### src/rtl/signal_router_fifo_pkg.sv
// ----------------------------------------------------------------------------
// router_pkg
// Shared definitions for signal_router_fifo and its per-channel FIFO.
//   DROP_CNT_W  : width of the saturating dropped-beat counter
//   occ_width() : occupancy counter width for a given FIFO depth
//   is_pow2()   : legality check for the FIFO depth
//   dest_fits() : legality check for NUM_OUT against the address width
// ----------------------------------------------------------------------------
package router_pkg;

  localparam int DROP_CNT_W = 16;

  // One extra bit so a full FIFO (count == DEPTH) is representable.
  function automatic int occ_width(input int depth);
    return $clog2(depth) + 1;
  endfunction

  function automatic bit is_pow2(input int value);
    return (value >= 2) && ((value & (value - 1)) == 0);
  endfunction

  function automatic bit dest_fits(input int num_out, input int addr_w);
    return (num_out >= 2) && (num_out <= 16) && (num_out <= (1 << addr_w));
  endfunction

endpackage

### src/rtl/signal_router_fifo_if.sv
// ----------------------------------------------------------------------------
// signal_router_fifo_if
// Handshake bundle around the router.
//   in_valid/in_ready/in_data/in_dest : single input stream with destination
//   out_valid/out_ready/out_data      : NUM_OUT output streams, channel k in
//                                       out_data[k*DATA_W +: DATA_W]
// Modports:
//   master : the side feeding the input stream and consuming the outputs
//   slave  : the router itself
// ----------------------------------------------------------------------------
interface signal_router_fifo_if #(
  parameter int DATA_W  = 16,
  parameter int NUM_OUT = 4,
  parameter int ADDR_W  = 3
);
  logic                      in_valid;
  logic                      in_ready;
  logic [DATA_W-1:0]         in_data;
  logic [ADDR_W-1:0]         in_dest;
  logic [NUM_OUT-1:0]        out_valid;
  logic [NUM_OUT-1:0]        out_ready;
  logic [NUM_OUT*DATA_W-1:0] out_data;

  modport master (
    output in_valid, in_data, in_dest, out_ready,
    input  in_ready, out_valid, out_data
  );

  modport slave (
    input  in_valid, in_data, in_dest, out_ready,
    output in_ready, out_valid, out_data
  );
endinterface

### src/rtl/signal_router_fifo_chan.sv
// ----------------------------------------------------------------------------
// router_chan_fifo
// Single-clock FIFO, DATA_W x DEPTH, one per output channel.
//   clk, rst : clock, asynchronous active-low reset (empties the FIFO)
//   push     : write din (ignored when full)
//   pop      : drop the head entry (ignored when empty)
//   full     : count == DEPTH
//   empty    : count == 0
//   head     : oldest entry, forced to 0 while empty
// DEPTH must be a power of two so the pointers wrap naturally.
// ----------------------------------------------------------------------------
module router_chan_fifo
  import router_pkg::*;
#(
  parameter int DATA_W = 16,
  parameter int DEPTH  = 4
) (
  input  logic              clk,
  input  logic              rst,
  input  logic              push,
  input  logic              pop,
  input  logic [DATA_W-1:0] din,
  output logic              full,
  output logic              empty,
  output logic [DATA_W-1:0] head
);

  localparam int PTR_W = $clog2(DEPTH);
  localparam int CNT_W = occ_width(DEPTH);

  logic [DATA_W-1:0] mem [DEPTH];
  logic [PTR_W-1:0]  wr_ptr;
  logic [PTR_W-1:0]  rd_ptr;
  logic [CNT_W-1:0]  count;
  logic              do_push;
  logic              do_pop;

  assign full    = (count == CNT_W'(DEPTH));
  assign empty   = (count == '0);
  assign do_push = push && !full;
  assign do_pop  = pop && !empty;

  // NOTE: state registers use non-blocking assignments so every flop samples
  // pre-edge values regardless of block evaluation order.
  always_ff @(posedge clk or negedge rst) begin
    if (!rst) begin
      wr_ptr <= '0;
      rd_ptr <= '0;
      count  <= '0;
    end else begin
      if (do_push) wr_ptr <= wr_ptr + 1'b1;
      if (do_pop)  rd_ptr <= rd_ptr + 1'b1;
      case ({do_push, do_pop})
        2'b10:   count <= count + 1'b1;
        2'b01:   count <= count - 1'b1;
        default: count <= count;
      endcase
    end
  end

  // NOTE: the storage array is deliberately not reset; the cleared count
  // masks stale entries, and leaving it reset-free lets it map to RAM.
  always_ff @(posedge clk) begin
    if (do_push) mem[wr_ptr] <= din;
  end

  assign head = empty ? '0 : mem[rd_ptr];

endmodule

### src/rtl/signal_router_fifo.sv
// ----------------------------------------------------------------------------
// signal_router_fifo
// Steers one valid/ready stream into NUM_OUT buffered output channels by the
// per-beat destination address. Out-of-range destinations are accepted and
// discarded.
//   clk      : clock, rising edge
//   rst      : asynchronous active-low reset
//   bus      : signal_router_fifo_if.slave (input stream + output channels)
//   drop_cnt : 16-bit saturating dropped-beat count, only when the macro
//              ROUTER_DROP_CNT_EN is defined
// The interface instance must use the same DATA_W/NUM_OUT/ADDR_W as this
// module.
// ----------------------------------------------------------------------------
module signal_router_fifo
  import router_pkg::*;
#(
  parameter int DATA_W  = 16,
  parameter int NUM_OUT = 4,
  parameter int ADDR_W  = 3,
  parameter int DEPTH   = 4
) (
  input  logic                  clk,
  input  logic                  rst,
  signal_router_fifo_if.slave   bus
`ifdef ROUTER_DROP_CNT_EN
  ,
  output logic [DROP_CNT_W-1:0] drop_cnt
`endif
);

  if (!dest_fits(NUM_OUT, ADDR_W)) begin : g_bad_num_out
    $error("signal_router_fifo: NUM_OUT must be 2..16 and <= 2**ADDR_W");
  end
  if (!is_pow2(DEPTH)) begin : g_bad_depth
    $error("signal_router_fifo: DEPTH must be a power of two >= 2");
  end

  logic [NUM_OUT-1:0] push;
  logic [NUM_OUT-1:0] pop;
  logic [NUM_OUT-1:0] full;
  logic [NUM_OUT-1:0] empty;
  logic [DATA_W-1:0]  head [NUM_OUT];
  logic               dest_ok;
  logic               sel_full;
  logic               ready;

  // in_ready looks only at the registered full flag of the addressed
  // channel, so a stalled consumer never reaches the input handshake
  // combinationally and never blocks beats for other channels.
  // NOTE: every variable gets a default at the top of always_comb so no
  // path leaves it unassigned and no latch is inferred.
  always_comb begin
    dest_ok  = (int'(bus.in_dest) < NUM_OUT);
    sel_full = 1'b0;
    for (int k = 0; k < NUM_OUT; k++) begin
      if (bus.in_dest == ADDR_W'(k)) sel_full = full[k];
    end
    ready = rst && (!dest_ok || !sel_full);
    push  = '0;
    for (int k = 0; k < NUM_OUT; k++) begin
      push[k] = bus.in_valid && ready && (bus.in_dest == ADDR_W'(k));
    end
  end

  assign bus.in_ready  = ready;
  assign pop           = ~empty & bus.out_ready;
  assign bus.out_valid = ~empty;

  for (genvar k = 0; k < NUM_OUT; k++) begin : g_chan
    router_chan_fifo #(
      .DATA_W (DATA_W),
      .DEPTH  (DEPTH)
    ) u_fifo (
      .clk   (clk),
      .rst   (rst),
      .push  (push[k]),
      .pop   (pop[k]),
      .din   (bus.in_data),
      .full  (full[k]),
      .empty (empty[k]),
      .head  (head[k])
    );
  end

  always_comb begin
    bus.out_data = '0;
    for (int k = 0; k < NUM_OUT; k++) begin
      bus.out_data[k*DATA_W +: DATA_W] = head[k];
    end
  end

`ifdef ROUTER_DROP_CNT_EN
  logic drop;

  assign drop = bus.in_valid && ready && !dest_ok;

  always_ff @(posedge clk or negedge rst) begin
    if (!rst) begin
      drop_cnt <= '0;
    end else if (drop && (drop_cnt != '1)) begin
      drop_cnt <= drop_cnt + 1'b1;
    end
  end
`endif

endmodule
### src/flat_wrapper.sv
// flat-port wrapper written by rule: the top's interface ports become plain ports
module signal_router_fifo_flat import router_pkg::*;
#(
  parameter int DATA_W  = 16,
  parameter int NUM_OUT = 4,
  parameter int ADDR_W  = 3,
  parameter int DEPTH   = 4
)
  (clk, rst, bus_in_valid, bus_in_data, bus_in_dest, bus_out_ready, bus_in_ready, bus_out_valid, bus_out_data);
  signal_router_fifo_if #(.DATA_W(DATA_W), .NUM_OUT(NUM_OUT), .ADDR_W(ADDR_W)) bus_i ();
  input  logic clk;
  input  logic rst;
  input wire logic [$bits(bus_i.in_valid)-1:0] bus_in_valid;
  input wire logic [$bits(bus_i.in_data)-1:0] bus_in_data;
  input wire logic [$bits(bus_i.in_dest)-1:0] bus_in_dest;
  input wire logic [$bits(bus_i.out_ready)-1:0] bus_out_ready;
  output wire logic [$bits(bus_i.in_ready)-1:0] bus_in_ready;
  output wire logic [$bits(bus_i.out_valid)-1:0] bus_out_valid;
  output wire logic [$bits(bus_i.out_data)-1:0] bus_out_data;
  assign bus_i.in_valid = bus_in_valid;
  assign bus_i.in_data = bus_in_data;
  assign bus_i.in_dest = bus_in_dest;
  assign bus_i.out_ready = bus_out_ready;
  assign bus_in_ready = bus_i.in_ready;
  assign bus_out_valid = bus_i.out_valid;
  assign bus_out_data = bus_i.out_data;
  signal_router_fifo #(.DATA_W(DATA_W), .NUM_OUT(NUM_OUT), .ADDR_W(ADDR_W), .DEPTH(DEPTH)) u_core (.clk(clk), .rst(rst), .bus(bus_i));
endmodule
### config.mk
export PLATFORM = sky130hd
export DESIGN_NAME = signal_router_fifo_flat
export DESIGN_NICKNAME = d
export VERILOG_FILES = /design/src/rtl/signal_router_fifo_pkg.sv /design/src/rtl/signal_router_fifo_if.sv /design/src/rtl/signal_router_fifo_chan.sv /design/src/rtl/signal_router_fifo.sv /design/src/flat_wrapper.sv
export SDC_FILE = /design/constraint.sdc
export NUM_CORES = 1
export LEC_CHECK = 0
export BUFFER_PORTS_ARGS = -buffer_cell sky130_fd_sc_hd__buf_2
export CORE_UTILIZATION = 54
export DETAILED_ROUTE_END_ITERATION = 8
export GPL_ROUTABILITY_DRIVEN = 0
export MAX_ROUTING_LAYER = met4
export PLACE_DENSITY = 0.73
export SETUP_SLACK_MARGIN = 0.3
export SLEW_MARGIN = 5
export SYNTH_ARGS = -nofsm -noshare
export SYNTH_HDL_FRONTEND = slang
export SYNTH_SLANG_ARGS = --single-unit
### constraint.sdc
create_clock -name clk -period 2.6 [get_ports clk]
set_clock_uncertainty 0.05 [all_clocks]
set_input_delay 0.52 -clock clk [delete_from_list [all_inputs] [get_ports clk]]
set_output_delay 0.52 -clock clk [all_outputs]
set_load 0.05 [all_outputs]
After elaboration in Yosys (flattened, before gate mapping)
Memory sizes are Yosys's and may differ from the RTL's.
Cells that the tools add are included.

word-level totals
  flip-flop bits (word level) = 28
  bits in writable memories = 256
  output and inout bits = 69
  memories kept = 4
  logic and storage cells = 104
  latch bits = 0
  ROM bits = 0

cells by class
  multipliers = 0
  shifts and indexed selects = 0
  multiplexer cells = 20
  $add $sub $neg = 16
  equal/unequal tests = 15
  magnitude comparators = 1
  bitwise logic cells = 2
  reduce and logical (&&, ||, !) cells = 34
  divide/modulo/power cells = 0

memories
  name                         words  width  read ports  clocked after Yosys merged registers in  wr ports  line                           text
  u_core.g_chan[0].u_fifo.mem  4      16     1           0                                        1         signal_router_fifo_chan.sv:31  logic [DATA_W-1:0] mem [DEPTH];
  u_core.g_chan[1].u_fifo.mem  4      16     1           0                                        1         signal_router_fifo_chan.sv:31
  u_core.g_chan[2].u_fifo.mem  4      16     1           0                                        1         signal_router_fifo_chan.sv:31
  u_core.g_chan[3].u_fifo.mem  4      16     1           0                                        1         signal_router_fifo_chan.sv:31

operator list
  cell                                                                 number
  16-bit two-way mux                                                   4
  3-bit case mux with 2 select lines                                   4
  2-bit by 1-bit adder with 2-bit output (second input constant)       8
  3-bit logical NOT                                                    5
  1-bit logical AND                                                    14
  3-bit by 1-bit adder with 3-bit output (second input constant)       4
  3-bit == test (second input constant)                                4
  1-bit two-way mux                                                    12
  3-bit by 1-bit subtractor with 3-bit output (second input constant)  4
  1-bit logical NOT                                                    10
  2-bit by 1-bit == test with 1-bit output (second input constant)     4
  2-bit == test (second input constant)                                4
  2-bit nonzero test                                                   4
  3-bit by 2-bit == test with 1-bit output (second input constant)     2
  4-bit AND                                                            1
  4-bit NOT                                                            1
  3-bit by 1-bit == test with 1-bit output (second input constant)     1
  3-bit < comparator (second input constant)                           1
  1-bit logical OR                                                     1

Longest topological paths before layout
Gate-level depths: netlist (run 1).

  depth in word-level cells = 13
  gate-level depth with buffers = 9

Modules after synthesis
From an unflattened synthesis (run 1), not the netlist that was laid out.

second synthesis, totals
  cell total of the unflattened synthesis = 575
  area, all modules = 11937.7 um^2

by module, submodules not included
  module              cells an instance  area each (um^2)  seq. area each (um^2)  instances
  router_chan_fifo    139                2955.3            2097.0                 4
  signal_router_fifo  19                 116.4             0.0                    1

Worst setup path before layout (run 1)
No wires, ideal clock.

  path type = register -> output
  from = reg u_core.g_chan[2].u_fifo.count[0]
  to = out bus_out_data[38]
  arrival time = 1780 ps
  buffers on the path = 2
  stages on the path, launching flop included = 5
  slack = 250 ps
  cells stage by stage = dfrtp_1 -> or3_1 -> clkbuf_1 -> clkbuf_1 -> and2_1

between the ends
  longest elaborated chain between the ends = 2

RTL lines
  element                 line                           text
  start, declared         signal_router_fifo_chan.sv:34  logic [CNT_W-1:0] count;
  start signal, assigned  signal_router_fifo_chan.sv:54  2'b10: count <= count + 1'b1;
  start signal, assigned  signal_router_fifo_chan.sv:55  2'b01: count <= count - 1'b1;
  start signal, assigned  signal_router_fifo_chan.sv:56  default: count <= count;
  3-bit logical NOT       signal_router_fifo_chan.sv:39  assign empty = (count == '0);
  16-bit two-way mux      signal_router_fifo_chan.sv:67  assign head = empty ? '0 : mem[rd_ptr];
  end, declared           flat_wrapper.sv:19             output wire logic [$bits(bus_i.out_data)-1:0] bus_out_data;

No other way between the ends.

Worst setup path after layout (run 1)
  from = reg u_core.g_chan[2].u_fifo.count[0]
  to = out bus_in_ready

between the ends
  longest elaborated chain between the ends = 6

RTL lines
  element                         line                           text
  3-bit == test                   signal_router_fifo_chan.sv:38  assign full = (count == CNT_W'(DEPTH));
  1-bit two-way mux (2 in a row)  signal_router_fifo.sv:56       if (bus.in_dest == ADDR_W'(k)) sel_full = full[k];
  1-bit logical NOT               signal_router_fifo.sv:58       ready = rst && (!dest_ok || !sel_full);
  1-bit logical OR                signal_router_fifo.sv:58
  1-bit logical AND               signal_router_fifo.sv:58
  end, declared                   flat_wrapper.sv:17             output wire logic [$bits(bus_i.in_ready)-1:0] bus_in_ready;

No other way between the ends.

==> summary.md, run 1 <==
| Metric | Value |
|---|---|
| Layout filler cell count | around 1200 |
| Root Buffer | clkbuf_16 |
| Core Rows | 52 |
| Vias in the first global route | slightly above 6000 |
| Run status | finished with violations |
| Prevailing post-synth register cell | edfxtp_1 |
| Dpl ws | 0.2162 ns |
| Cell count after synthesis | 563 |
| Worst R2R Path Depth | 9 |
| DR WL/cell | roughly 23 um |
| Final period demand of the worst path | 2.708 ns |
| CTS tree | built |
| Mean post-synth cell area | slightly above 20 um2 |
| Starting density of the core | 0.5568 |
| Slew HR | 0.7024 |
| Worst Setup EP | bus_in_ready |
| Post-synth EDFFs | roughly 260 |
| Layout area overhead | 29.08% |
| Seq/Total Area, Yosys | 0.7351 |
| Share of Yosys cell area claimed by the top area cell type | 0.6737 |
| CP required | about 2.0 ns |
| Remaining DRCs | 0 |
| Post-DRT Antenna Nets | 0 |
| Crit end category | output port |
| Final Cycle Share | 1.041 |
| Vias per std cell | roughly 5.5 |
| Arrival @ worst endpoint | approximately 2.1 ns |
| #FFs+latches synth | roughly 280 |
| Post-Route Utilization | 0.7187 |
| Total routed wirelength | roughly 23 mm |
| Worst Path Class, Setup | flip-flop to output port |
| Die X | 147.4 um |
| Yosys top cell by area | edfxtp_1 |
| Core area | approximately 20000 um2 |
| Mapped cell area | about 11000 um2 |
| Cell count after placement | around 940 |
| Max clock buf depth | 3 |
| Hold WC Path Type | input port to asynchronous set/reset pin |
| Io pins | 95 |
| Critical-path maximum fanout | 2 |
| Die ar. | between 20000 and 25000 um2 |
| Max Freq | ~370 MHz |
| Net Count, Synth | approximately 610 |
| Final setup vio count | 18 |
| Diodes inserted | 0 |
| CP Launch Point | u_core.g_chan[2].u_fifo.count[0] |
| Final Hold Vio Count | 0 |
| Global-route usage over all layers | 0.2320 |
| Reg2reg setup slack | 0.38 ns |
| Ys async rst share | 0.09859 |
| Nets | around 800 |
| PortBufs | 94 |
| H-tree lvl count | 1 |
| Syn. warnings | 0 |
| Reg2reg start | u_core.g_chan[3].u_fifo.count[1] |
| Drt pass-1 iters | 4 |
| P_leak | approximately 5.4 nW |
| Worst IR Drop VDD | 0.7346 mV |
| Initial antenna violation count | 0 |
| Synth cell types | 26 |
| Commonest cells post-synth | edfxtp_1 (256), and2_1 (84), mux4_2 (65), dfrtp_1 (28), inv_1 (25) |
| Reg2reg end | u_core.g_chan[3].u_fifo.count[2] |
| Violated checks | negative setup slack |
| Grt ovf | 0 |
| FF+latch area | between 8000 and 9000 um2 |
| Setup ws final | -0.1077 ns |
| Top post-synthesis cells by area | edfxtp_1 (67%), mux4_2 (13%), dfrtp_1 (6.1%) |
| Total negative slack | -0.2724 ns |
| Startpoint Class | flip-flop |
| First-pass GRT wire length | ~36 mm |
| Slew @ Worst Pin | 0.4464 ns |
| Clk slew on worst S/H paths | around 0.070 ns |
| Share of cells above drive strength 1 | 0.4724 |
| Final Instance Count excl. Fillers | slightly above 1000 |
| Largest net degree at the start of global routing | 30 |
| Pins Over Slew Limit | 0 |
| Clock buffer count from CTS | 27 |
| Footprint of the multi-input gates | roughly 3000 um2 |
| # Max-Cap Violations | 0 |
| Count leader, synth | edfxtp_1 |
| PD cells | around 1300 nW/um2 |
| CTS Sinks | ~280 |
| Hpwl dp | about 13 mm |
| Chip Height | 147.4 um |
| RSZ-0062 raised after global routing | yes |
| Initial detailed-routing violation count | about 400 |
| Worst-Skew Late Latency | approximately 0.52 ns |
| Vias | about 5700 |
==> state kept, by name, summed over array words and instances (netlist names) <==
register and flops:
u_core.g_chan.u_fifo.wr_ptr 8, u_core.g_chan.u_fifo.rd_ptr 8, u_core.g_chan.u_fifo.mem 256, u_core.g_chan.u_fifo.count 12
==> cell usage in the layout (no fill, tap or decap), types with 17 or more instances in the layout <==
| master | netlist | routed |
|---|---|---|
| inv_1 | 25 | 25 |
| dfrtp_1 | 28 | 25 |
| buf_4 | 8 | 49 |
| buf_8 | 0 | 67 |
| and2_1 | 84 | 19 |
| edfxtp_1 | 256 | 256 |
| and2_4 | 0 | 65 |
| buf_2 | 8 | 25 |
| mux4_2 | 65 | 65 |
| clkbuf_16 | 0 | 28 |
| ha_1 | 20 | 17 |
==> per-layer routing <==
| layer | vias to the layer above | wire length, um | track usage |
|---|---|---|---|
| li1 | 2533 | - | - |
| met1 | 2983 | 9312 | 0.2958 |
| met2 | 161 | 12290 | 0.3854 |
| met3 | 35 | 1139 | 0.02826 |
| met4 | 0 | 590 | 0.08763 |
| met5 | - | 0 | - |
==> repair_timing <==
action,4_1_cts,5_1_grt
setup endpoints to repair,69,74
buffers inserted,20,10
pin swaps,54,20
hold buffers,0,0
resized for setup,317,8
cloned,10,1
==> how the worst min path moves through the flow <==
| stage | end | slack, ns | cells past startpoint |
|---|---|---|---|
| after detailed placement | u_core.g_chan[3].u_fifo.count[2] | 0.43 | 1 |
| final | u_core.g_chan[1].u_fifo.wr_ptr[1] | 0.08 | 2 |
| after CTS | u_core.g_chan[1].u_fifo.wr_ptr[1] | 0.10 | 2 |
| after global routing | u_core.g_chan[1].u_fifo.rd_ptr[0] | 0.11 | 2 |
| after global placement | u_core.g_chan[3].u_fifo.count[2] | 0.41 | 1 |
| after floorplan | u_core.g_chan[0].u_fifo.count[0] | 0.17 | 0 |
==> cell families (layout without fill, tap and decap cells) <==
group / after synthesis / in the layout / share of synthesized area
flip-flops: 284 / 284 / 0.7351
buffers and inverters: 49 / 248 / 0.01963
AO/OA/AOI/OAI: 3 / 3 / 0.001535
adder cells (fa/ha/maj): 24 / 24 / 0.02895
AND/OR/NAND/NOR: 108 / 108 / 0.06239
XOR/XNOR: 24 / 24 / 0.01842
multiplexers: 71 / 71 / 0.1340
==> worst max-delay path, stage by stage (launching register included) <==
cell,delay [ns]
dfrtp_1,0.40
or3b_4,0.41
mux4_2,0.47
o21a_1,0.19
buf_6,0.15
==> final cells by class <==
type	instances	area share
well taps	270	0.02294
repair buffers	174	0.1416
multi-input cells	230	0.2036
clock buffers	31	0.04689
clock inverters	18	0.008835
inverters	25	0.006371
flip-flops and latches	284	0.5697
==> power breakdown <==
part / switching, W / internal (W) / total, W / leakage (nW)
logic: 0.00488 / 0.00490 / 0.00977 / 2.37
registers: 0.000230 / 0.00527 / 0.00550 / 2.63
clock network: 0.00158 / 0.00209 / 0.00367 / 0.401
==> through the flow <==
step	cell area [um2]	total power (W)	hold WS, ns
CTS	14610	0.01888	0.1011
global placement	12420	0.01193	0.4100
global route	14730	0.01963	0.1136
finish	14730	0.01895	0.08290
detailed placement	12420	0.01210	0.4302
floorplan	11420	0.01060	0.1744
Note: power is estimated with default switching activity, not from simulation.
==> run 2, diff against run 1 <==
Clock period 2.6 ns to 2.7 ns, I/O delays scaled along.
==> run 2 against run 1 <==
Net effect:
- the flow still finishes with violations (negative setup slack)
- power decreased by 3.2%
- final cell count decreased by 0.58%
- flip-flop and latch count unchanged
- die area unchanged
- register-to-register slack got worse by 0.02 ns
- sequential power decreased by 3%
- critical path type unchanged
- critical endpoint unchanged
- largest cell class unchanged
==> summary.md, run 2 (synthesis gave the netlist of run 1 again) <==
| Metric | Value |
|---|---|
| Leading cell type in the layout, fill and taps excluded | edfxtp_1 |
| Count of hold-fix buffers inserted at cts | 0 (unchanged) |
| Hold WC Path Type | input port to asynchronous set/reset pin |
| Initial antenna violation count | 0 (unchanged) |
| Diodes inserted | 0 (unchanged) |
| Chip Height | 147.4 um (unchanged) |
| Setup ws final | -0.04824 ns (+0.05949 ns) |
| Crit end category | output port |
| Crit path depth | 4 (unchanged) |
| Footprint of the multi-input gates | 2997 um2 (about the same) |
| CTS tree | built |
| Vias per std cell | 5.640 (+1.9%) |
| Max Freq | around 360 MHz |
| Clock buffer count from CTS | 28 (+3.7%) |
| CP required | 2.11 ns (+0.08 ns) |
| Root Buffer | clkbuf_16 |
| Vias in the first global route | 6170 (-0.016%) |
| Worst R2R Path Depth | 9 (unchanged) |
| Die X | 147.4 um (unchanged) |
| Io pins | 95 (unchanged) |
| Slew HR | 0.7100 (+0.007617) |
| Die ar. | 21720 um2 (unchanged) |
| Global-route usage over all layers | 0.2302 (-0.001740) |
| Arrival @ worst endpoint | 2.16 ns (+0.02 ns) |
| Share of cells above drive strength 1 | 0.4722 (about the same) |
| Crit-path cells | or3b_4, mux4_2, o21a_1, buf_6 |
| Largest Register | u_core.g_chan.u_fifo.mem |
| # Max-Cap Violations | 0 (unchanged) |
| Core area | 20490 um2 (unchanged) |
| Final setup vio count | 1 (-17) |
| Nets | 784 (-1.0%) |
| Final period demand of the worst path | approximately 2.7 ns |
| Final Cycle Share | 1.018 |
| Total routed wirelength | 23.54 mm (+0.87%) |
| PD cells | 1248 nW/um2 (-3.0%) |
| Core Rows | 52 (unchanged) |
| Final Hold Vio Count | 0 (unchanged) |
| CTS Sinks | 284 (unchanged) |
| FF+latch area | 8393 um2 (about the same) |
| Violated checks | negative setup slack |
| Final Instance Count excl. Fillers | 1026 (-0.58%) |
| Vias | 5787 (+1.3%) |
| Max clock buf depth | 3 (unchanged) |
| Crit path buf inv count | 1 (unchanged) |
| RSZ-0062 raised after global routing | yes |
| H-tree lvl count | 1 (unchanged) |
| Reg2reg end | u_core.g_chan[3].u_fifo.count[1] |
| Reg2reg setup slack | 0.36 ns (-0.02 ns) |
| Post-DRT Antenna Nets | 0 (unchanged) |
| Top delay family on crit path | multiplexers |
| Cell count after placement | 944 (+0.21%) |
| Remaining DRCs | 0 (unchanged) |
| Worst IR Drop VDD | 0.7457 mV (+1.5%) |
| Largest stage delay, worst path | 0.48 ns (about the same) |
| Crit-path slowest cell | mux4_2 |
| P_leak | 5.390 nW (-0.24%) |
| Post-Route Utilization | 0.7174 (-0.001282) |
| Reg2reg start | u_core.g_chan[3].u_fifo.count[0] |
| Largest register FFs | 256 (unchanged) |
| Initial detailed-routing violation count | 383 (-5.2%) |
| Hpwl dp | 13.87 mm (+3.3%) |
| Run status | finished with violations |
| Grt ovf | 0 (unchanged) |
| Clk slew on worst S/H paths | 0.06 ns (about the same) |
| Starting density of the core | 0.5568 (unchanged) |
| Final Power | 0.01835 W (-3.2%) |
| PortBufs | 94 (unchanged) |
| First-pass GRT wire length | 35.76 mm (+0.46%) |
| Dpl ws | 0.2928 ns (+0.07660 ns) |
| Top flop regs | u_core.g_chan.u_fifo.mem x256, u_core.g_chan.u_fifo.count x12 |
| Layout filler cell count | 1194 (+0.93%) |
| Layout area overhead | 28.85% |
| Critical-path maximum fanout | 3 (+1) |
| Worst Path Class, Setup | flip-flop to output port |
| DR WL/cell | 22.94 um (+1.5%) |
| Most frequent cells in the layout | edfxtp_1 (256), buf_8 (66), mux4_2 (65), and2_4 (64), buf_4 (45) |
| Worst-Skew Late Latency | 0.53 ns (about the same) |
| Pins Over Slew Limit | 0 (unchanged) |
| Slew @ Worst Pin | 0.4350 ns (-0.01143 ns) |
| Largest net degree at the start of global routing | 30 (unchanged) |
| Drt pass-1 iters | 5 (+1) |
| Startpoint Class | flip-flop |
run 2: layout make-up:
cell class                      instances  share of cell area
Sequential cell                       284              0.5708
Multi-Input combinational cell        230              0.2038
Timing Repair Buffer                  165              0.1333
Clock buffer                           45             0.05685
Tap cell                              270             0.02298
Inverter                               25            0.006382
Clock inverter                          7            0.005787
run 2: through the flow:
step / area (um2) / hold WS (ns) / TNS [ns]
4_1_cts: 14440 / 0.08825 / -0.06962
5_1_grt: 14700 / 0.1062 / -0.07792
3_5_place_dp: 12420 / 0.4289 / 0
3_3_place_gp: 12420 / 0.4105 / 0
6_report: 14700 / 0.09677 / -0.04824
2_1_floorplan: 11410 / 0.1944 / 0
run 2: worst max-delay path by stage:
stage,from,to
6_report,u_core.g_chan[1].u_fifo.count[1],bus_in_ready
4_1_cts,u_core.g_chan[1].u_fifo.count[0],bus_in_ready
3_3_place_gp,rst,u_core.g_chan[1].u_fifo.count[2]
5_1_grt,u_core.g_chan[1].u_fifo.count[1],bus_in_ready
3_5_place_dp,rst,u_core.g_chan[3].u_fifo.count[1]
2_1_floorplan,u_core.g_chan[2].u_fifo.count[0],bus_out_data[38]
run 2: power by group:
| group | internal [W] | switching [W] |
|---|---|---|
| Clock | 0.00230 | 0.00153 |
| Combinational | 0.00458 | 0.00462 |
| Sequential | 0.00508 | 0.000241 |
run 2: timing repair:
action | 4_1_cts | 5_1_grt
buffers inserted | 18 | 5
gates resized for setup | 268 | 46
endpoints found under the setup margin | 66 | 72
pin swaps | 23 | 36
gates cloned | 5 | 2
run 2: worst register-to-register path: stages, from the launching register on:
cell and delay, ns:
dfrtp_1 0.40, buf_6 0.13, buf_6 0.11, or3_4 0.42
buf_4 0.16, and2_1 0.18, ha_2 0.19, inv_1 0.06
fa_1 0.42, o21ai_1 0.15
run 2: routing by layer:
layer	wire length, um	vias up	GRT usage
li1	-	2516	-
met1	9574	3036	0.3068
met2	12210	192	0.3842
met3	1208	43	0.02733
met4	547	0	0.05309
met5	0	-	-
